### config.mk
export PLATFORM = sky130hd
export DESIGN_NAME = ysyx_23060171_gpr_mp
export DESIGN_NICKNAME = d
export VERILOG_FILES = /design/src/rtl/ysyx_23060171_gpr_pkg.sv /design/src/rtl/ysyx_23060171_gpr_sb.sv /design/src/rtl/ysyx_23060171_gpr_mp.sv
export SDC_FILE = /design/constraint.sdc
export NUM_CORES = 2
export LEC_CHECK = 0
export BUFFER_PORTS_ARGS = -buffer_cell sky130_fd_sc_hd__buf_2
export CELL_PAD_IN_SITES_DETAIL_PLACEMENT = 1
export CELL_PAD_IN_SITES_GLOBAL_PLACEMENT = 2
export CORE_MARGIN = 8
export CORE_UTILIZATION = 40
export CTS_CLUSTER_SIZE = 10
export DETAILED_ROUTE_END_ITERATION = 6
export PLACE_DENSITY_LB_ADDON = 0.1
export SYNTH_ARGS = -nofsm -noshare
export SYNTH_HDL_FRONTEND = slang
export SYNTH_SLANG_ARGS = --single-unit
### constraint.sdc
create_clock -name clk -period 3.5 [get_ports clk]
set_clock_uncertainty 0.1 [all_clocks]
set_input_delay 0.7 -clock clk [delete_from_list [all_inputs] [get_ports clk]]
set_output_delay 0.7 -clock clk [all_outputs]
set_load 0.005 [all_outputs]
### src/rtl/ysyx_23060171_gpr_pkg.sv
// Shared types and default widths for the multi-port register file.
// No logic lives here; the FSM state encoding and width defaults are imported by top and scoreboard.
// Optional same-cycle forwarding is selected by YSYX_23060171_GPR_BYPASS_EN (see top).
package ysyx_23060171_gpr_pkg;

  localparam int GPR_ADDR_WIDTH = 5;
  localparam int GPR_DATA_WIDTH = 32;
  localparam int GPR_NR_READ    = 2;
  localparam int GPR_NR_WRITE   = 2;

  // INIT walks the array clearing entries; RUN is normal operation.
  typedef enum logic {
    ST_INIT = 1'b0,
    ST_RUN  = 1'b1
  } gpr_state_e;

endpackage

### src/rtl/ysyx_23060171_gpr_sb.sv
// Busy-bit scoreboard: one bit per register, set on allocation, cleared on writeback.
// Latency: updates at posedge, lookups are combinational from stored bits.
// No backpressure; a same-cycle alloc and writeback to one index leaves the bit set.
module ysyx_23060171_gpr_sb
  import ysyx_23060171_gpr_pkg::*;
#(
  parameter int ADDR_WIDTH = GPR_ADDR_WIDTH,
  parameter int NR_READ    = GPR_NR_READ,
  parameter int NR_WRITE   = GPR_NR_WRITE
) (
  input  logic                           clk_i,
  input  logic                           clr_i,
  input  logic                           en_i,
  input  logic [NR_WRITE-1:0]            wen_i,
  input  logic [NR_WRITE*ADDR_WIDTH-1:0] waddr_i,
  input  logic                           alloc_en_i,
  input  logic [ADDR_WIDTH-1:0]          alloc_addr_i,
  input  logic [NR_READ*ADDR_WIDTH-1:0]  raddr_i,
  output logic [NR_READ-1:0]             rbusy_o
);

  localparam int DEPTH = 1 << ADDR_WIDTH;

  logic [DEPTH-1:0] busy_q;
  logic [DEPTH-1:0] busy_d;

  // Next busy vector: writebacks clear first, then allocation sets (set wins).
  always_comb begin
    busy_d = busy_q;
    if (en_i) begin
      for (int i = 0; i < NR_WRITE; i++) begin
        if (wen_i[i]) busy_d[waddr_i[i*ADDR_WIDTH +: ADDR_WIDTH]] = 1'b0;
      end
      if (alloc_en_i) busy_d[alloc_addr_i] = 1'b1;
    end
    busy_d[0] = 1'b0;
  end

  // Busy state register with synchronous clear.
  always_ff @(posedge clk_i) begin
    if (clr_i) busy_q <= '0;
    else       busy_q <= busy_d;
  end

  // Per-read-port lookup of the stored busy bit.
  always_comb begin
    rbusy_o = '0;
    for (int j = 0; j < NR_READ; j++) begin
      rbusy_o[j] = busy_q[raddr_i[j*ADDR_WIDTH +: ADDR_WIDTH]];
    end
  end

endmodule

### src/rtl/ysyx_23060171_gpr_mp.sv
// Multi-port GPR file with busy scoreboard and post-reset sequential clear (INIT -> RUN).
// Latency: reads combinational; writes/busy changes visible the cycle after the edge
// (same cycle when YSYX_23060171_GPR_BYPASS_EN is defined). No backpressure; ready low during clear.
module ysyx_23060171_gpr_mp
  import ysyx_23060171_gpr_pkg::*;
#(
  parameter int ADDR_WIDTH = GPR_ADDR_WIDTH,
  parameter int DATA_WIDTH = GPR_DATA_WIDTH,
  parameter int NR_READ    = GPR_NR_READ,
  parameter int NR_WRITE   = GPR_NR_WRITE
) (
  input  logic                           clk,
  input  logic                           rst,
  output logic                           ready,
  input  logic [NR_WRITE-1:0]            wen,
  input  logic [NR_WRITE*ADDR_WIDTH-1:0] waddr,
  input  logic [NR_WRITE*DATA_WIDTH-1:0] wdata,
  input  logic                           alloc_en,
  input  logic [ADDR_WIDTH-1:0]          alloc_addr,
  input  logic [NR_READ*ADDR_WIDTH-1:0]  raddr,
  output logic [NR_READ*DATA_WIDTH-1:0]  rdata,
  output logic [NR_READ-1:0]             rbusy
);

  localparam int DEPTH = 1 << ADDR_WIDTH;

  gpr_state_e              state_q;
  logic [ADDR_WIDTH-1:0]   ptr_q;
  logic                    ready_q;
  logic [DATA_WIDTH-1:0]   regs_q [DEPTH];
  logic [NR_READ-1:0]      sb_busy;
  logic                    run;

  assign run   = (state_q == ST_RUN);
  assign ready = ready_q;

  // Clear FSM: ptr starts at 1 (entry 0 is never stored) and stops on all-ones.
  always_ff @(posedge clk) begin
    if (rst) begin
      state_q <= ST_INIT;
      ptr_q   <= ADDR_WIDTH'(1);
      ready_q <= 1'b0;
    end else begin
      case (state_q)
        ST_INIT: begin
          ptr_q <= ptr_q + ADDR_WIDTH'(1);
          if (&ptr_q) begin
            state_q <= ST_RUN;
            ready_q <= 1'b1;
          end
        end
        default: ready_q <= 1'b1;
      endcase
    end
  end

  // Array update: clear walk in INIT; in RUN later ports overwrite earlier ones on conflict.
  always_ff @(posedge clk) begin
    if (!rst) begin
      if (!run) begin
        regs_q[ptr_q] <= '0;
      end else begin
        for (int i = 0; i < NR_WRITE; i++) begin
          if (wen[i] && (waddr[i*ADDR_WIDTH +: ADDR_WIDTH] != '0))
            regs_q[waddr[i*ADDR_WIDTH +: ADDR_WIDTH]] <= wdata[i*DATA_WIDTH +: DATA_WIDTH];
        end
      end
    end
  end

  ysyx_23060171_gpr_sb #(
    .ADDR_WIDTH (ADDR_WIDTH),
    .NR_READ    (NR_READ),
    .NR_WRITE   (NR_WRITE)
  ) u_sb (
    .clk_i        (clk),
    .clr_i        (rst),
    .en_i         (run),
    .wen_i        (wen),
    .waddr_i      (waddr),
    .alloc_en_i   (alloc_en),
    .alloc_addr_i (alloc_addr),
    .raddr_i      (raddr),
    .rbusy_o      (sb_busy)
  );

  // Read muxes: stored value (optionally forwarded), forced to zero for x0 and during INIT.
  always_comb begin : rd_mux
    logic [ADDR_WIDTH-1:0] ra;
    logic [DATA_WIDTH-1:0] val;
    logic                  bsy;
`ifdef YSYX_23060171_GPR_BYPASS_EN
    logic                  hit;
`endif
    rdata = '0;
    rbusy = '0;
    for (int j = 0; j < NR_READ; j++) begin
      ra  = raddr[j*ADDR_WIDTH +: ADDR_WIDTH];
      val = regs_q[ra];
      bsy = sb_busy[j];
`ifdef YSYX_23060171_GPR_BYPASS_EN
      hit = 1'b0;
      for (int i = 0; i < NR_WRITE; i++) begin
        if (wen[i] && (waddr[i*ADDR_WIDTH +: ADDR_WIDTH] == ra)) begin
          val = wdata[i*DATA_WIDTH +: DATA_WIDTH];
          hit = 1'b1;
        end
      end
      if (hit && !(alloc_en && (alloc_addr == ra))) bsy = 1'b0;
`endif
      if (!run || (ra == '0)) begin
        val = '0;
        bsy = 1'b0;
      end
      rdata[j*DATA_WIDTH +: DATA_WIDTH] = val;
      rbusy[j]                          = bsy;
    end
  end

endmodule
; ---- Word-level counts from Yosys, hierarchy flattened
; Memories as Yosys holds them, arrays and structs flattened.
; Index checks and enable logic that the tools add are counted.
[word_totals]
regBits = 39
latchBits = 0
ram_bits = 1024
rom_bits = 0
output_inout_bits = 67
mem_count = 1
[mem_list]
columns = memory, words, word_bits, rd, rd_ports_with_merged_regs, wr, line_no
row1 = regs_q, 32, 32, 2, 0, 2, ysyx_23060171_gpr_mp.sv:30  ; logic [DATA_WIDTH-1:0] regs_q [DEPTH];
[classes]
addsub = 1
multipliers = 0
n_div = 0
magnitude_cmp = 8
n_eq_ne = 0
shift = 0
muxes = 37
n_bitwise = 5
reduce_logical = 15
[op_table]
columns = operator, count
row1 = 2-to-1 mux 32 bit, 8
row2 = AND 32 bit, 2
row3 = NOT 32 bit, 2
row4 = OR 32 bit, 1
row5 = OR reduction 32 bit, 1
row6 = "less-than comparator 5 x 6 -> 1 bit, second input constant", 5
row7 = 2-to-1 mux 1 bit, 23
row8 = demux 1 bit (select 5 bit), 3
row9 = "greater-or-equal comparator 5 x 1 -> 1 bit, second input constant", 3
row10 = binary-select mux 1 bit (select 5 bit), 2
row11 = logical NOT 5 bit, 2
row12 = nonzero test 5 bit, 2
row13 = "adder 5 x 1 -> 5 bit, second input constant", 1
row14 = logical AND 1 bit, 5
row15 = 2-to-1 mux 5 bit, 1
row16 = AND reduction 5 bit, 1
row17 = logical OR 1 bit, 2
row18 = nonzero test 2 bit, 1
row19 = logical NOT 1 bit, 1

; ---- Depth between registers and ports, before layout
[depth]
depth_word = 13
mapped_depth = 8
ltp_nobuf = 5

; ---- Cells and area by module
; Synthesis repeated with hierarchy kept, for this count alone.
[unflattened]
hier_cells = 5694
hier_area_um2 = 61156.2
[modules_own_cells]
columns = module, n_inst, cells_each, area_each_um2, seq_area_each_um2
row1 = ysyx_23060171_gpr_mp, 1, 5415, 58956.5, 30889.6
row2 = ysyx_23060171_gpr_sb, 1, 279, 2199.6, 620.6

; ---- Worst setup path before layout
; Ideal clock, no wire load.
[synth_timing]
path_type = input -> register
start = input waddr[2]
end = memory regs_q[17][0] in the netlist's numbering, enable pin
setup_ns = 0.428
t_arrival_ns = 3.261
required_ns = 2.972
path_slack_ns = -0.289
stages = 6
path_buffers = 2
cell_sequence = buf_2 nor4_1 o31a_1 or3b_1 clkbuf_1 o21bai_1
[synth_rtl]
columns = item, line_no
row1 = "start, declared", ysyx_23060171_gpr_mp.sv:16  ; input logic [NR_WRITE*ADDR_WIDTH-1:0] waddr,
row2 = "end, declared", ysyx_23060171_gpr_mp.sv:30

; ---- Worst setup path after layout
[layout_timing]
start = register state_q, in the netlist run
end = output rdata[5]
[layout_between]
elab_chain_len = 3
[layout_rtl]
columns = item, line_no
row1 = "start, declared", ysyx_23060171_gpr_mp.sv:27  ; gpr_state_e state_q;
row2 = "start signal, assigned", ysyx_23060171_gpr_mp.sv:40  ; state_q <= ST_INIT;
row3 = "start signal, assigned", ysyx_23060171_gpr_mp.sv:48  ; state_q <= ST_RUN;
row4 = logical NOT 1 bit, ysyx_23060171_gpr_mp.sv:111  ; if (!run || (ra == '0)) begin
row5 = logical OR 1 bit, ysyx_23060171_gpr_mp.sv:111
row6 = 2-to-1 mux 32 bit, ysyx_23060171_gpr_mp.sv:111
row7 = "end, declared", ysyx_23060171_gpr_mp.sv:21  ; output logic [NR_READ*DATA_WIDTH-1:0] rdata,
; Every way passes these cells.

==> reports/qor.csv <==
metric,value,unit
hold_end,ready,
grt_pass1_wl,364.0,mm
rsz0062_at_grt,yes,
yosysSeqAreaShare,51.59,%
die_h,406.7,microns
final_util,47.32,%
fin_nets,5160,
violations,setup timing,
clockBufferDepth,3,
dr.pass1.iters,5,
worstSetupEndpointType,primary output,
cp.arrival,2710,ps
clockRootBuffer,clkbuf_16,
syn_inst,4974,
holdBufCountCts,0,
dp_hpwl,154.0,mm
vias,46550,
yosys_warnings,0,
initial_core_util,40.25,%
stdcell_area,0.07179,sq mm
period_minus_slack,3515,ps
power_density,404.4,mW/mm^2
die_x,406.7,microns
r2r-end,regs_q[2][19],
synth_edf_count,1024,
critPathKind,register to primary output,
r2r_slack,270,ps
combPwrFrac,7.7,%
synthDominantCellAreaShare,50.35,%
critPathLaunchType,register,
fin_crit_sh,100.4,%
wl,260.3,mm
numCtsBuffers,134,
internal-power,22.10,mW
dp_slack,-288.6,ps
grt.total_usage,30.95,%
dpl-instance-area,0.06681,sq mm
critPathMaxFanout,10,
coreArea,0.1517,sq mm
finalSetupTns,-32.89,ps
slew_violations,0,
cts_max_level,4,
p_switching,6.934,mW
multi_input_area,0.02753,sq mm
rr_startpoint,run,
power_frac_clock,44.2,%
clk_latency,760,ps
drv_cap,0,
post-place-cells,6916,
hold_start,rst,
yosys.area.top_type,edfxtp_1,
dieArea,0.1654,sq mm
ys_ff_latch,1062,
gr-total-overflow,0,
worstRegToRegCells,6,
leakage,22.43,nW
seqPwrFrac,48.1,%
numPortBuffers,160,
setup_viol,4,
grt_max_degree,65,
ff_latch_area,0.03151,sq mm
drive_above_1_share,27.06,%
switching_share,23.88,%
clock-sinks,1062,
min_delay_path_depth,2,
required,2700,ps
finalHoldViolations,0,
ant_nets,0,
crit_start,run,
fill_cells,15470,
fin_ws,-14.98,ps
status,finished with violations,
peakVddDrop,0.3886,mV
grt_pass1_vias,46670,
synthArstFlopShare,0,%
ioPinCount,161,
synth_flop_cell,edfxtp_1,
yosys-top-cells-area,"edfxtp_1 50%, mux4_2 19%, o21ai_0 7.2%",
route.detailed.drc,0,
fmaxAchievable,284.5,MHz
synth.avg_cell_area,12.28,sq um
hold_path.class,input port to register,
cts_tree,built,
synth_area,0.06107,sq mm
synth.distinct_cells,53,
fin_cells,7179,
worst_pin_slew,1174,ps
antenna_found_initial,15,
wl_per_cell,36.26,microns
maxSlewHeadroom,19.50,%
routed_via_density,6.485,
drt_iter0_drc,5300,
routabilityCongestion,0.8129,
clkTransAtPathRegs,50,ps
placementRows,143,
syn_nets,5070,
area_delta_synth_final,17.55,%
[per-stage QoR]
step | hold slack, ps | power [mW]
finish | 148.7 | 29.03
global route | 130.9 | 29.73
CTS | 107.2 | 29.17
detailed placement | 381.4 | 16.41
global placement | 371.9 | 16.39
floorplan | 356.1 | 15.49
[power by group through the flow]
stage | clock network [mW] | registers, mW | logic, mW
floorplan | 0 | 14.2 | 1.29
global placement | 0 | 14.2 | 2.16
detailed placement | 0 | 14.2 | 2.18
CTS | 13.0 | 14.0 | 2.20
global route | 13.4 | 14.0 | 2.34
finish | 12.8 | 14.0 | 2.23
[area by class of cell]
type / count / share of cell area (%)
diodes: 8 / 0.02789
clock buffers: 174 / 4.999
clock inverters: 39 / 0.3730
inverters: 36 / 0.1917
multi-input cells: 3254 / 38.35
flip-flops and latches: 1062 / 43.90
well taps: 2030 / 3.538
repair buffers: 576 / 8.627
[cell usage in the layout, fill, tap and decap left out, types with 5 or more instances in the layout]
| master | count |
|---|---|
| o221ai_2 | 33 |
| buf_2 | 139 |
| clkbuf_1 | 36 |
| mux2i_1 | 270 |
| nor3_2 | 9 |
| and3_1 | 7 |
| edfxtp_1 | 1024 |
| nand2_1 | 1065 |
| o22a_1 | 52 |
| o21bai_4 | 31 |
| o21ai_0 | 876 |
| clkinv_2 | 7 |
| buf_16 | 8 |
| a22oi_1 | 31 |
| buf_8 | 5 |
| clkinv_1 | 21 |
| buf_12 | 146 |
| nor3b_1 | 15 |
| clkinv_8 | 5 |
| inv_1 | 35 |
| nor3_4 | 11 |
| a21oi_1 | 34 |
| buf_6 | 24 |
| o221ai_1 | 29 |
| nor2_1 | 13 |
| o22a_4 | 9 |
| diode_2 | 8 |
| and3b_1 | 13 |
| nor4_2 | 5 |
| mux2i_2 | 7 |
| o21ai_1 | 147 |
| buf_4 | 249 |
| clkbuf_16 | 141 |
| mux4_2 | 526 |
| nor3_1 | 8 |
| dfxtp_1 | 37 |
| nand3b_1 | 7 |
[Yosys cell counts, drive strengths merged, types with 7 or more instances]
library cell,instances
and3,7
mux2i,278
nor3b,19
and3b,13
nor3,28
nand2,1065
mux4,526
a22oi,31
inv,36
nand3b,8
nor4,11
buf,298
edfxtp,1024
clkbuf,324
o21ai,1024
nor2,14
o221ai,65
dfxtp,38
o22a,65
a21oi,34
o21bai,31
[sequential cells by signal, summed over array words and instances, names as in the netlist]
signal,count
ptr_q,5
regs_q,1024
run,1
u_sb.busy_q,31
ready,1
[critical path, cell delays in order (launching register included)]
cell,delay [ps]
dfxtp_4,410
buf_12,140
nand2b_4,60
or3_4,410
buf_12,190
o22a_1,280
o221ai_4,140
buf_6,170
buf_2,110
[how the worst max path moves through the flow]
stage               cells past startpoint            end
finish                                  8       rdata[5]
global route                            8      rdata[22]
CTS                                     6      rdata[61]
detailed placement                      9       rdata[5]
global placement                        9       rdata[5]
floorplan                               6  regs_q[17][0]
[routing by layer]
metal  track usage [%]  up-vias  part of all wire [%]  wire length, microns
met5                 0        -                 0.015                    39
met4             12.11        6                   4.3                 11230
met3             5.287      525                   8.2                 21470
met2             50.11     2276                    47                122500
met1             41.77    24580                    40                105100
li1                  -    19160                     -                     -
[cells by family after synthesis]
group	count (synthesis)	synth area share [%]
compound gates	1257	11.40
simple gates	1188	8.031
flops	1062	51.59
mux	804	23.95
buf+inv	658	4.939
xor+xnor	3	0.04303
fa+ha+maj	2	0.04097
[timing repair]
action	CTS	global route
resized for setup	66	56
cloned	2	3
setup buffers	4	33
endpoints found under the setup margin	65	40
pin swaps	6	8
No activity file was read; power rests on OpenSTA's default activity.
